[config.mk]
export PLATFORM = sky130hd
export DESIGN_NAME = tty_tx_arbiter_flat
export DESIGN_NICKNAME = d
export VERILOG_FILES = /design/src/rtl/tty_tx_arbiter_if.sv /design/src/rtl/tty_tx_arbiter.sv /design/src/flat_wrapper.sv
export SDC_FILE = /design/constraint.sdc
export NUM_CORES = 1
export LEC_CHECK = 0
export CAP_MARGIN = 20
export CORE_MARGIN = 2
export CORE_UTILIZATION = 47
export CTS_BUF_LIST = sky130_fd_sc_hd__clkbuf_8
export CTS_CLUSTER_SIZE = 28
export DETAILED_ROUTE_END_ITERATION = 6
export GPL_TIMING_DRIVEN = 0
export PLACE_DENSITY_LB_ADDON = 0.3
export SKIP_LAST_GASP = 1
export SLEW_MARGIN = 40
export SYNTH_ARGS = -nofsm -noshare
export SYNTH_HDL_FRONTEND = slang
export SYNTH_SLANG_ARGS = --single-unit
[constraint.sdc]
create_clock -name clk -period 4 [get_ports clk]
set_clock_uncertainty 0.2 [all_clocks]
set_input_delay 0.4 -clock clk [delete_from_list [all_inputs] [get_ports clk]]
set_output_delay 0.4 -clock clk [all_outputs]
set_load 0.05 [all_outputs]
[src/rtl/tty_tx_arbiter_if.sv]
// ============================================================================
// Module   : tty_tx_arbiter_if
// Purpose  : Bundles the requester-side byte handshakes and the tty_tx-side
//            valid/data/ready link of tty_tx_arbiter.
// Ports    : req_valid/req_data/req_last/req_ready  requester byte streams
//            tx_valid/tx_data/tx_ready              tty_tx link
//            grant/busy                             ownership status
//            slave  modport: the arbiter view
//            master modport: the requester + tty_tx view
// Revision : 1.0 - initial release
// ============================================================================
`default_nettype none

interface tty_tx_arbiter_if #(
  parameter int N = 4
);
  logic [N-1:0]   req_valid;
  logic [8*N-1:0] req_data;
  logic [N-1:0]   req_last;
  logic [N-1:0]   req_ready;
  logic           tx_valid;
  logic [7:0]     tx_data;
  logic           tx_ready;
  logic [N-1:0]   grant;
  logic           busy;

  modport slave (
    input  req_valid, req_data, req_last, tx_ready,
    output req_ready, tx_valid, tx_data, grant, busy
  );

  modport master (
    output req_valid, req_data, req_last, tx_ready,
    input  req_ready, tx_valid, tx_data, grant, busy
  );
endinterface

`default_nettype wire

[src/rtl/tty_tx_arbiter.sv]
// ============================================================================
// Module   : tty_tx_arbiter
// Purpose  : Shares one tty_tx transmitter between N byte-stream requesters.
//            Round-robin at message granularity: an owner keeps the channel
//            until it sends a byte flagged last, or until it stalls for
//            TIMEOUT cycles mid-message.
// Ports    : clk   clock
//            rstb  asynchronous reset, active-high
//            bus   tty_tx_arbiter_if.slave (requester handshakes, tty_tx
//                  valid/data/ready, grant, busy)
// Revision : 1.0 - initial release
// ============================================================================
`default_nettype none

module tty_tx_arbiter #(
  parameter int N       = 4,
  parameter int TIMEOUT = 65535
) (
  input  logic                clk,
  input  logic                rstb,
  tty_tx_arbiter_if.slave     bus
);

  localparam int         W       = (N > 1) ? $clog2(N) : 1;
  localparam logic [15:0] TO_LAST = 16'(TIMEOUT - 1);

  typedef enum logic [0:0] {
    ST_IDLE = 1'b0,
    ST_SEND = 1'b1
  } state_t;

  state_t         state_q, state_d;
  logic [W-1:0]   ptr_q, ptr_d;
  logic [W-1:0]   owner_q, owner_d;
  logic [15:0]    cnt_q, cnt_d;

  logic [7:0]     data_arr [N];
  logic [W-1:0]   pick;
  logic           pick_vld;
  logic [W-1:0]   scan_idx;
  logic [W-1:0]   owner_next;
  logic [N-1:0]   owner_onehot;
  logic           in_send;
  logic           own_valid;
  logic           own_last;

  generate
    for (genvar gi = 0; gi < N; gi++) begin : g_unpack
      assign data_arr[gi] = bus.req_data[8*gi +: 8];
    end
  endgenerate

  // Round-robin pick: scan from ptr upward with wrap. Iterating from the
  // far end down lets the nearest requester overwrite earlier hits.
  always_comb begin
    pick     = '0;
    pick_vld = 1'b0;
    scan_idx = '0;
    for (int k = N - 1; k >= 0; k--) begin
      scan_idx = W'((int'(ptr_q) + k) % N);
      if (bus.req_valid[scan_idx]) begin
        pick     = scan_idx;
        pick_vld = 1'b1;
      end
    end
  end

  assign owner_next   = (owner_q == W'(N - 1)) ? '0 : owner_q + W'(1);
  assign owner_onehot = {{(N-1){1'b0}}, 1'b1} << owner_q;
  assign in_send      = (state_q == ST_SEND);
  assign own_valid    = bus.req_valid[owner_q];
  assign own_last     = bus.req_last[owner_q];

  // Next-state logic. tx_ready is checked before the stall timer so an
  // acknowledged byte always wins over a simultaneous timeout.
  always_comb begin
    state_d = state_q;
    ptr_d   = ptr_q;
    owner_d = owner_q;
    cnt_d   = cnt_q;
    case (state_q)
      ST_IDLE: begin
        cnt_d = '0;
        if (pick_vld) begin
          owner_d = pick;
          state_d = ST_SEND;
        end
      end
      ST_SEND: begin
        if (bus.tx_ready) begin
          if (own_last) begin
            state_d = ST_IDLE;
            ptr_d   = owner_next;
            cnt_d   = '0;
          end else if (own_valid) begin
            cnt_d = '0;
          end else begin
            cnt_d = cnt_q + 16'd1;
          end
        end else if (own_valid) begin
          cnt_d = '0;
        end else if (cnt_q >= TO_LAST) begin
          // Owner stalled mid-message: drop it without acknowledging.
          state_d = ST_IDLE;
          ptr_d   = owner_next;
          cnt_d   = '0;
        end else begin
          cnt_d = cnt_q + 16'd1;
        end
      end
      default: begin
        state_d = ST_IDLE;
        cnt_d   = '0;
      end
    endcase
  end

  always_ff @(posedge clk or posedge rstb) begin
    if (rstb) begin
      state_q <= ST_IDLE;
      ptr_q   <= '0;
      owner_q <= '0;
      cnt_q   <= '0;
    end else begin
      state_q <= state_d;
      ptr_q   <= ptr_d;
      owner_q <= owner_d;
      cnt_q   <= cnt_d;
    end
  end

  // Outputs decode straight from the state register so an asynchronous
  // reset clears them without waiting for a clock edge.
  assign bus.grant     = in_send ? owner_onehot : '0;
  assign bus.busy      = in_send;
  assign bus.tx_valid  = in_send & own_valid;
  assign bus.tx_data   = in_send ? data_arr[owner_q] : 8'h00;
  assign bus.req_ready = (in_send & bus.tx_ready) ? owner_onehot : '0;

endmodule

`default_nettype wire
[src/flat_wrapper.sv]
// flat-port wrapper written by rule: the top's interface ports become plain ports
module tty_tx_arbiter_flat 
#(
  parameter int N       = 4,
  parameter int TIMEOUT = 65535
)
  (clk, rstb, bus_req_valid, bus_req_data, bus_req_last, bus_tx_ready, bus_req_ready, bus_tx_valid, bus_tx_data, bus_grant, bus_busy);
  tty_tx_arbiter_if #(.N(N)) bus_i ();
  input  logic clk;
  input  logic rstb;
  input wire logic [$bits(bus_i.req_valid)-1:0] bus_req_valid;
  input wire logic [$bits(bus_i.req_data)-1:0] bus_req_data;
  input wire logic [$bits(bus_i.req_last)-1:0] bus_req_last;
  input wire logic [$bits(bus_i.tx_ready)-1:0] bus_tx_ready;
  output wire logic [$bits(bus_i.req_ready)-1:0] bus_req_ready;
  output wire logic [$bits(bus_i.tx_valid)-1:0] bus_tx_valid;
  output wire logic [$bits(bus_i.tx_data)-1:0] bus_tx_data;
  output wire logic [$bits(bus_i.grant)-1:0] bus_grant;
  output wire logic [$bits(bus_i.busy)-1:0] bus_busy;
  assign bus_i.req_valid = bus_req_valid;
  assign bus_i.req_data = bus_req_data;
  assign bus_i.req_last = bus_req_last;
  assign bus_i.tx_ready = bus_tx_ready;
  assign bus_req_ready = bus_i.req_ready;
  assign bus_tx_valid = bus_i.tx_valid;
  assign bus_tx_data = bus_i.tx_data;
  assign bus_grant = bus_i.grant;
  assign bus_busy = bus_i.busy;
  tty_tx_arbiter #(.N(N), .TIMEOUT(TIMEOUT)) u_core (.clk(clk), .rstb(rstb), .bus(bus_i));
endmodule
==> out/results.txt <==
outcome: finished clean
area delta synth->final: 47.2%
initial antenna violation count: 0
actual slew at the worst max-slew pin: 0.514 ns
arrival time worst endpoint: 2.34 ns
Worst Path Max Fanout: 10
Final Cycle Share: 0.735
DP HPWL: 3.08 mm
Routed WL: 3.69 mm
RSZ-0062 raised after global routing: no
Worst Setup Start Kind: flop
synth unique cells: 32
final RePlAce weighted congestion: 0.867
Die W: 59.7 um
Post-Syn Instances: 144
leakage power: 0.000869 uW
Avg WL per Cell: 15.3 um
first-pass GRT wire length: 5.86 mm
register area share after synthesis: 0.361
Die H: 59.7 um
share of layout cells above drive strength 1: 0.111
max cap viols: 0
Net Count, Synth: 193
crit path time final: 2.94 ns
top-count cell post-synth: nor2_1
Setup Buffers After CTS: 0
Synth area leader: dfrtp_1
Final Hold Vio Count: 0
Ant. Diodes: 0
H-tree Lvls: 1
synthesized cell area: 1460 um^2
Antenna Nets Post-Route: 0
fin nets: 258
port bufs: 60
vias in the first global route: 1,312
Rows: 20
first-pass detailed-route iteration total: 4
Max rail drop VDD: 0.000305 V
most common library cells after synthesis: nor2_1, dfrtp_1, and2_1
Overall Power: 1340 uW
DR DRC count: 0
Clk Latency, worst-skew pair: 0.26 ns
clock-pin slew on the worst setup and hold paths: 0.07 ns
routed vias/inst: 5.40
critical setup path kind: flop to output port
Setup TNS: 0 ns
syn_area_per_cell: 10.1 um^2
Slew Limit Headroom: 0.656
drt first-iter violations: 55
Initial Util: 0.485
TritonCTS buffer count: 3
Synth Flop Type: dfrtp_1
grt ovf: 0
final setup vio count: 0
Root Driver: clkbuf_8
vias: 1,302
Slew Viols, Final: 0
Hold Path Class: input port to asynchronous set/reset pin
CP Data Required Time: 3.40 ns
hold buffers post-CTS: 0
post-cts sizing count: 0
area share of the largest cell type after synthesis: 0.361
clock sinks: 21
CTS max path bufs: 2
Total Die Area: 3560 um^2
CTS tree: done
yosys warns: 0
Area contributors post-synth: dfrtp_1, mux4_2, nor2_1, and2_1, ha_1
FF+latch count, synth: 21
largest net degree at the start of global routing: 22
EDFF count, synth: 0
total track usage: 0.220
Pwr Density: 623 nW/um^2
asr flop ratio synth: 1.00
area of the core: 3000 um^2
Peak Freq: 340 MHz
Top-Level Pins: 61
CP endpoint kind: output port
[logic make-up (layout without fill, tap and decap cells)]
logic type / Yosys count / after routing / synth area share
AOI/OAI and AO/OA: 10 / 10 / 0.0498
xor gates and xnor gates: 14 / 14 / 0.0841
adders and majority gates: 6 / 6 / 0.0515
buffers and inverters: 11 / 75 / 0.0403
DFF: 21 / 21 / 0.361
muxes: 15 / 15 / 0.182
and+or+nand+nor: 67 / 67 / 0.232
[stage by stage]
stage               setup WS (ns)  std cells  area, um^2   util  hold WS (ns)
detailed placement           1.09        237        2100  0.699         0.311
global route                0.926        241        2150  0.715         0.279
CTS                          1.03        241        2150  0.715         0.322
global placement             1.15        237        2100  0.699         0.290
floorplan                    1.69        144        1460      -         0.177
finish                       1.06        241        2150  0.715         0.241
[final cells by class]
type / instances / area (um^2)
multi-input cells: 112 / 873
plain buffers: 5 / 36.3
clock inverters: 1 / 5.00
flip-flops and latches: 21 / 526
repair buffers: 60 / 601
inverters: 6 / 22.5
well taps: 33 / 41.3
fillers: 222 / 857
clock buffers: 3 / 41.3
[placed cells by master, fill, tap and decap left out, drive strengths merged, types with 2 or more instances in the layout]
master	netlist	layout
o21ai	4	4
dfrtp	21	21
clkbuf	1	4
mux2	2	2
and2	12	12
nand3	8	8
ha	6	6
clkdlybuf4s50	0	60
nand2	7	7
mux2i	4	4
xnor2	6	6
a21oi	2	2
xor2	8	8
and3	5	5
nand4	2	2
nor3	2	2
mux4	9	9
inv	6	6
buf	4	4
nor2	25	25
[routing by layer]
metal  vias up  global-route usage  share of wire
met5         -                   0              0
met3         7              0.0390          0.080
met4         0              0.0762          0.016
met2        53               0.380           0.49
met1       609               0.274           0.42
li1        633                   -              -
[final timing paths]
path / to / startpoint / slack (ns) / cells past startpoint
max reg2reg: u_core.cnt_q[10] / u_core.owner_q[1] / 1.87 / 6
min: u_core.cnt_q[0] / rstb / 0.24 / 2
min reg2reg: u_core.cnt_q[0] / u_core.cnt_q[0] / 0.34 / 1
max in group asynchronous: u_core.cnt_q[1] / rstb / 3.07 / 2
min in group clk: u_core.cnt_q[0] / u_core.cnt_q[0] / 0.34 / 1
max: bus_tx_valid / u_core.owner_q[0] / 1.06 / 5
[sequential cells by signal (all words and copies together), names as in the netlist]
signal           count
u_core.owner_q       2
u_core.cnt_q        16
u_core.ptr_q         2
u_core.bus.busy      1
[critical path, cell delays in order (launching register included)]
cell and delay, ns:
dfrtp_1 0.44, buf_6 0.18, inv_1 0.13, mux2_2 0.39, nor2_1 0.11, clkdlybuf4s50_1 0.82
[power by group]
part | internal (uW) | leakage, uW | switching, uW
logic | 379 | 0.000562 | 533
registers | 244 | 0.000281 | 44.3
clock network | 69.5 | 0.0000255 | 66.5
total | 693 | 0.000869 | 644
No activity file was read; power rests on OpenSTA's default activity.
